==> config.mk <==
export PLATFORM = sky130hd
export DESIGN_NAME = time_counter
export DESIGN_NICKNAME = d
export VERILOG_FILES = /design/src/rtl/alarm_clock_pkg.sv /design/src/rtl/time_load_check.sv /design/src/rtl/time_counter.sv
export SDC_FILE = /design/constraint.sdc
export NUM_CORES = 1
export LEC_CHECK = 0
export CORE_AREA = 2 2 68 70
export CTS_BUF_LIST = sky130_fd_sc_hd__clkbuf_4 sky130_fd_sc_hd__clkbuf_8
export DETAILED_ROUTE_END_ITERATION = 8
export DIE_AREA = 0 0 70 72
export PLACE_DENSITY = 0.7
export SLEW_MARGIN = 15
export SYNTH_ARGS = -nofsm -noshare
export SYNTH_HDL_FRONTEND = slang
export SYNTH_SLANG_ARGS = --single-unit
==> constraint.sdc <==
create_clock -name clock -period 4.1 [get_ports clock]
set_clock_uncertainty 0.15 [all_clocks]
set_input_delay 0.82 -clock clock [delete_from_list [all_inputs] [get_ports clock]]
set_output_delay 0.82 -clock clock [all_outputs]
set_load 0.005 [all_outputs]
==> src/rtl/alarm_clock_pkg.sv <==
// Shared definitions for the alarm clock: BCD digit type
// and the digit limits of a valid 24-hour HH:MM time.
package alarm_clock_pkg;

   localparam int unsigned BCD_W = 4;

   typedef logic [BCD_W-1:0] bcd_digit_t;

   localparam bcd_digit_t MAX_MS_HR       = 4'd2;
   localparam bcd_digit_t MAX_LS_HR_AT_20 = 4'd3;
   localparam bcd_digit_t MAX_MS_MIN      = 4'd5;
   localparam bcd_digit_t MAX_LS_DIGIT    = 4'd9;

endpackage

==> src/rtl/time_load_check.sv <==
// Combinational validity check of a BCD HH:MM time.
// Ports: ms_hr_i, ls_hr_i, ms_min_i, ls_min_i in; valid_o out.
module time_load_check
   import alarm_clock_pkg::*;
(
   input  bcd_digit_t ms_hr_i,
   input  bcd_digit_t ls_hr_i,
   input  bcd_digit_t ms_min_i,
   input  bcd_digit_t ls_min_i,
   output logic       valid_o
);

   // Hours 20..23 restrict the units digit to 0..3.
   assign valid_o = (ms_hr_i  <= MAX_MS_HR)
                 && (ls_hr_i  <= MAX_LS_DIGIT)
                 && (ms_min_i <= MAX_MS_MIN)
                 && (ls_min_i <= MAX_LS_DIGIT)
                 && ((ms_hr_i < MAX_MS_HR)
                     || (ls_hr_i <= MAX_LS_HR_AT_20));

endmodule

==> src/rtl/time_counter.sv <==
// Time-of-day keeper: counts one_second strobes into BCD HH:MM,
// with validated parallel load. Outputs: digits, minute_tick, load_err.
module time_counter
   import alarm_clock_pkg::*;
#(
   parameter int unsigned SEC_PER_MIN = 60
) (
   input  logic       clock,
   input  logic       reset,
   input  logic       one_second,
   input  logic       load_new_c,
   input  bcd_digit_t new_current_time_ms_hr,
   input  bcd_digit_t new_current_time_ls_hr,
   input  bcd_digit_t new_current_time_ms_min,
   input  bcd_digit_t new_current_time_ls_min,
   output bcd_digit_t current_time_ms_hr,
   output bcd_digit_t current_time_ls_hr,
   output bcd_digit_t current_time_ms_min,
   output bcd_digit_t current_time_ls_min,
   output logic       minute_tick,
   output logic       load_err
);

   localparam int unsigned SEC_W = $clog2(SEC_PER_MIN);
   localparam logic [SEC_W-1:0] SEC_LAST = SEC_W'(SEC_PER_MIN - 1);

   bcd_digit_t       ms_hr_q, ls_hr_q, ms_min_q, ls_min_q;
   bcd_digit_t       ms_hr_d, ls_hr_d, ms_min_d, ls_min_d;
   logic [SEC_W-1:0] sec_cnt_q, sec_cnt_d;
   logic             tick_q, tick_d;
   logic             err_q, err_d;
   logic             new_ok;

   time_load_check u_check (
      .ms_hr_i  (new_current_time_ms_hr),
      .ls_hr_i  (new_current_time_ls_hr),
      .ms_min_i (new_current_time_ms_min),
      .ls_min_i (new_current_time_ls_min),
      .valid_o  (new_ok)
   );

   always_comb begin
      ms_hr_d   = ms_hr_q;
      ls_hr_d   = ls_hr_q;
      ms_min_d  = ms_min_q;
      ls_min_d  = ls_min_q;
      sec_cnt_d = sec_cnt_q;
      tick_d    = 1'b0;
      err_d     = 1'b0;
      if (load_new_c && new_ok) begin
         // A valid load overrides any same-cycle strobe.
         ms_hr_d   = new_current_time_ms_hr;
         ls_hr_d   = new_current_time_ls_hr;
         ms_min_d  = new_current_time_ms_min;
         ls_min_d  = new_current_time_ls_min;
         sec_cnt_d = '0;
      end else begin
         err_d = load_new_c;
         if (one_second) begin
            if (sec_cnt_q == SEC_LAST) begin
               sec_cnt_d = '0;
               tick_d    = 1'b1;
               if (ls_min_q != MAX_LS_DIGIT) begin
                  ls_min_d = ls_min_q + 4'd1;
               end else begin
                  ls_min_d = '0;
                  if (ms_min_q != MAX_MS_MIN) begin
                     ms_min_d = ms_min_q + 4'd1;
                  end else begin
                     ms_min_d = '0;
                     if (ms_hr_q == MAX_MS_HR
                         && ls_hr_q == MAX_LS_HR_AT_20) begin
                        ms_hr_d = '0;
                        ls_hr_d = '0;
                     end else if (ls_hr_q == MAX_LS_DIGIT) begin
                        ls_hr_d = '0;
                        ms_hr_d = ms_hr_q + 4'd1;
                     end else begin
                        ls_hr_d = ls_hr_q + 4'd1;
                     end
                  end
               end
            end else begin
               sec_cnt_d = sec_cnt_q + 1'b1;
            end
         end
      end
   end

   always_ff @(posedge clock or posedge reset) begin
      if (reset) begin
         ms_hr_q   <= '0;
         ls_hr_q   <= '0;
         ms_min_q  <= '0;
         ls_min_q  <= '0;
         sec_cnt_q <= '0;
         tick_q    <= 1'b0;
         err_q     <= 1'b0;
      end else begin
         ms_hr_q   <= ms_hr_d;
         ls_hr_q   <= ls_hr_d;
         ms_min_q  <= ms_min_d;
         ls_min_q  <= ls_min_d;
         sec_cnt_q <= sec_cnt_d;
         tick_q    <= tick_d;
         err_q     <= err_d;
      end
   end

   assign current_time_ms_hr  = ms_hr_q;
   assign current_time_ls_hr  = ls_hr_q;
   assign current_time_ms_min = ms_min_q;
   assign current_time_ls_min = ls_min_q;
   assign minute_tick         = tick_q;
   assign load_err            = err_q;

endmodule
==> results.tsv <==
metric	value	unit
outcome	finished clean	
core	4264	um2
postRouteAntennaNets	0	
grt_pass1_vias	1226	
cts_num_sinks	24	
max_clock_freq	315.1	MHz
cts.htree.levels	1	
cap_violations	0	
min_path_cells	2	
grt_start_max_net_pins	25	
rows	24	
antenna_cells	0	
slew_headroom	39.60	%
cts_made_buffers	3	
cp_cell_sequence	clkdlybuf4s50_1 > nand2_1 > or4_1 > or4b_1 > a31oi_1	
die_w	70	um
p_leak	0.7469	nW
final-setup-viol-count	0	
final_common_cell	clkdlybuf4s50_1	
finalHoldViolations	0	
irDropWorstVdd	0.0001544	V
hpwlAfterDp	2.572	mm
holdBufCountCts	0	
grt.total_usage	14.25	%
syn_inst	162	
avgSynthCellArea	9.091	um2
finalCritPeriodShare	77.40	%
vias	1364	
post-route-drc-count	0	
slew_violations	0	
cts_resized	0	
vias_per_cell	5.500	
critPathArrivalTime	3.21	ns
clk-insertion-delay-late	0.26	ns
yosysUniqueCellTypes	46	
dieArea	5040	um2
cts_setup_buffers	0	
drive_gt1_share	5.102	%
nets	223	
grt-busiest-layer	met2	
layout_common_cells	clkdlybuf4s50_1, dfrtp_1, a21oi_1	
ys_ff_latch	24	
synth_area	1473	um2
tritoncts	yes	
critical_path_class	input pin to register	
cpMaxStageDelayCell	or4_1	
root_buffer	clkbuf_8	
fin_crit	3.174	ns
initialDrtViolationCount	95	
endpoint_kind	register	
antenna_found_initial	0	
synth_fp_nets	187	
path_max_fanout	15	
ff2ff_path_depth	5	
grtUsageMet2	22.54	%
dr.pass1.iters	4	
cts_buffer_depth	2	
clk_pin_slew	0.08	ns
tightest_slew	0.9050	ns
whs	0.4037	ns
finalWirelength	3.439	mm
start_util	34.54	%
holdCritPathClass	register to register	
wl_per_cell	13.87	um
rsz0062_at_grt	false	
critPathLaunchType	input pin	
pin_count	38	
setup_tns	0	ns
port_buffers	37	
required	4.14	ns
critical_path.max_stage_delay	0.80	ns
use_met1	19.17	%
area_growth	30.25	%
synth-seq-area-share	40.78	%
p_per_area	397.6	nW/um2
use_met3	3.472	%
gp_congestion	0.7598	
grt_pass1_wl	5.802	mm
die_h	72	um
grt_overflow	0	
yosysWarnings	0	
-- final timing paths --
kind | from | slack (ns) | to
setup / recovery | one_second | 0.93 | current_time_ls_hr[2]$_DFFE_PP0P_
hold / removal | sec_cnt_q[1]$_DFFE_PP0P_ | 0.40 | sec_cnt_q[1]$_DFFE_PP0P_
setup reg to reg | sec_cnt_q[0]$_DFFE_PP0P_ | 1.49 | current_time_ls_hr[2]$_DFFE_PP0P_
hold reg to reg | sec_cnt_q[1]$_DFFE_PP0P_ | 0.40 | sec_cnt_q[1]$_DFFE_PP0P_
max in group asynchronous | reset | 2.35 | sec_cnt_q[3]$_DFFE_PP0P_
min in group asynchronous | reset | 0.90 | current_time_ms_hr[1]$_DFFE_PP0P_
-- Yosys cell counts (all sizes together) --
library cell	number	area, um2
dfrtp	24	600.6
a21oi	16	80.08
nor3	13	65.06
nand2	12	45.04
inv	8	30.03
o21ai	8	40.04
a31oi	6	37.54
nand3	6	30.03
nor2	6	22.52
clkbuf	5	28.77
ha	5	62.56
nand3b	4	30.03
o31ai	3	22.52
or3	3	18.77
or4	3	22.52
xnor2	3	26.28
buf	2	10.01
mux2	2	22.52
mux2i	2	20.02
nand2b	2	12.51
nand4b	2	23.77
nor4	2	12.51
o2111ai	2	17.52
o2bb2ai	2	17.52
or4b	2	20.02
a211o	1	8.760
a211oi	1	7.510
a221oi	1	8.760
a22oi	1	7.510
a311oi	1	8.760
a41oi	1	8.760
and2	1	6.260
and3	1	6.260
and3b	1	8.760
and4b	1	10.01
nand4	1	6.260
nand4bb	1	11.26
nor2b	1	6.260
nor4b	1	8.760
o21ba	1	10.01
o22a	1	8.760
o22ai	1	6.260
or2	1	6.260
or3b	1	8.760
-- sequential cells by signal (all words and copies together) (netlist names) --
register             cells
minute_tick              1
load_err                 1
current_time_ms_hr       4
current_time_ms_min      4
current_time_ls_hr       4
sec_cnt_q                6
current_time_ls_min      4
-- worst max-delay path, delay by kind of cell --
family	cells	cell delay [ns]
AO/OA/AOI/OAI	1	0.17
buffers and inverters	1	0.64
AND/OR/NAND/NOR	3	1.58
-- power breakdown --
group          switching, mW  internal, mW
registers             0.0817         0.292
clock network         0.0705        0.0657
logic                  0.106         0.147
total                  0.258         0.504
-- stage by stage --
step           util, %  instances  total power, mW  instance area [um2]  setup slack (ns)
2_1_floorplan        -        162           0.5077                 1473             1.483
3_3_place_gp     44.01        245           0.6274                 1877            0.7282
3_5_place_dp     44.01        245           0.6327                 1877            0.6564
4_1_cts          44.98        248           0.7689                 1918            0.9307
5_1_grt          44.98        248           0.8204                 1918            0.7732
6_report         44.98        248           0.7626                 1918            0.9265
-- logic make-up after synthesis --
group	after synthesis	synth area share, %
DFF	24	40.78
and+or+nand+nor	65	25.91
adders and majority gates	5	4.248
xor gates and xnor gates	3	1.785
AOI/OAI and AO/OA	46	19.71
muxes	4	2.889
buffers and inverters	15	4.672
-- per-layer routing --
metal | part of all wire, % | vias to the layer above | wire, um
met5 | 0 | - | 0
met1 | 49 | 636 | 1689
met4 | 1.8 | 0 | 63
met3 | 5.0 | 7 | 172
li1 | - | 682 | -
met2 | 44 | 39 | 1513
-- cell type report --
cell class	instances	area [um2]
clock buffers	3	41.29
fillers	424	2346
inverters	8	30.03
multi-input cells	123	803.3
flip-flops and latches	24	600.6
well taps	52	65.06
repair buffers	38	377.9
No activity file was read; power rests on OpenSTA's default activity.
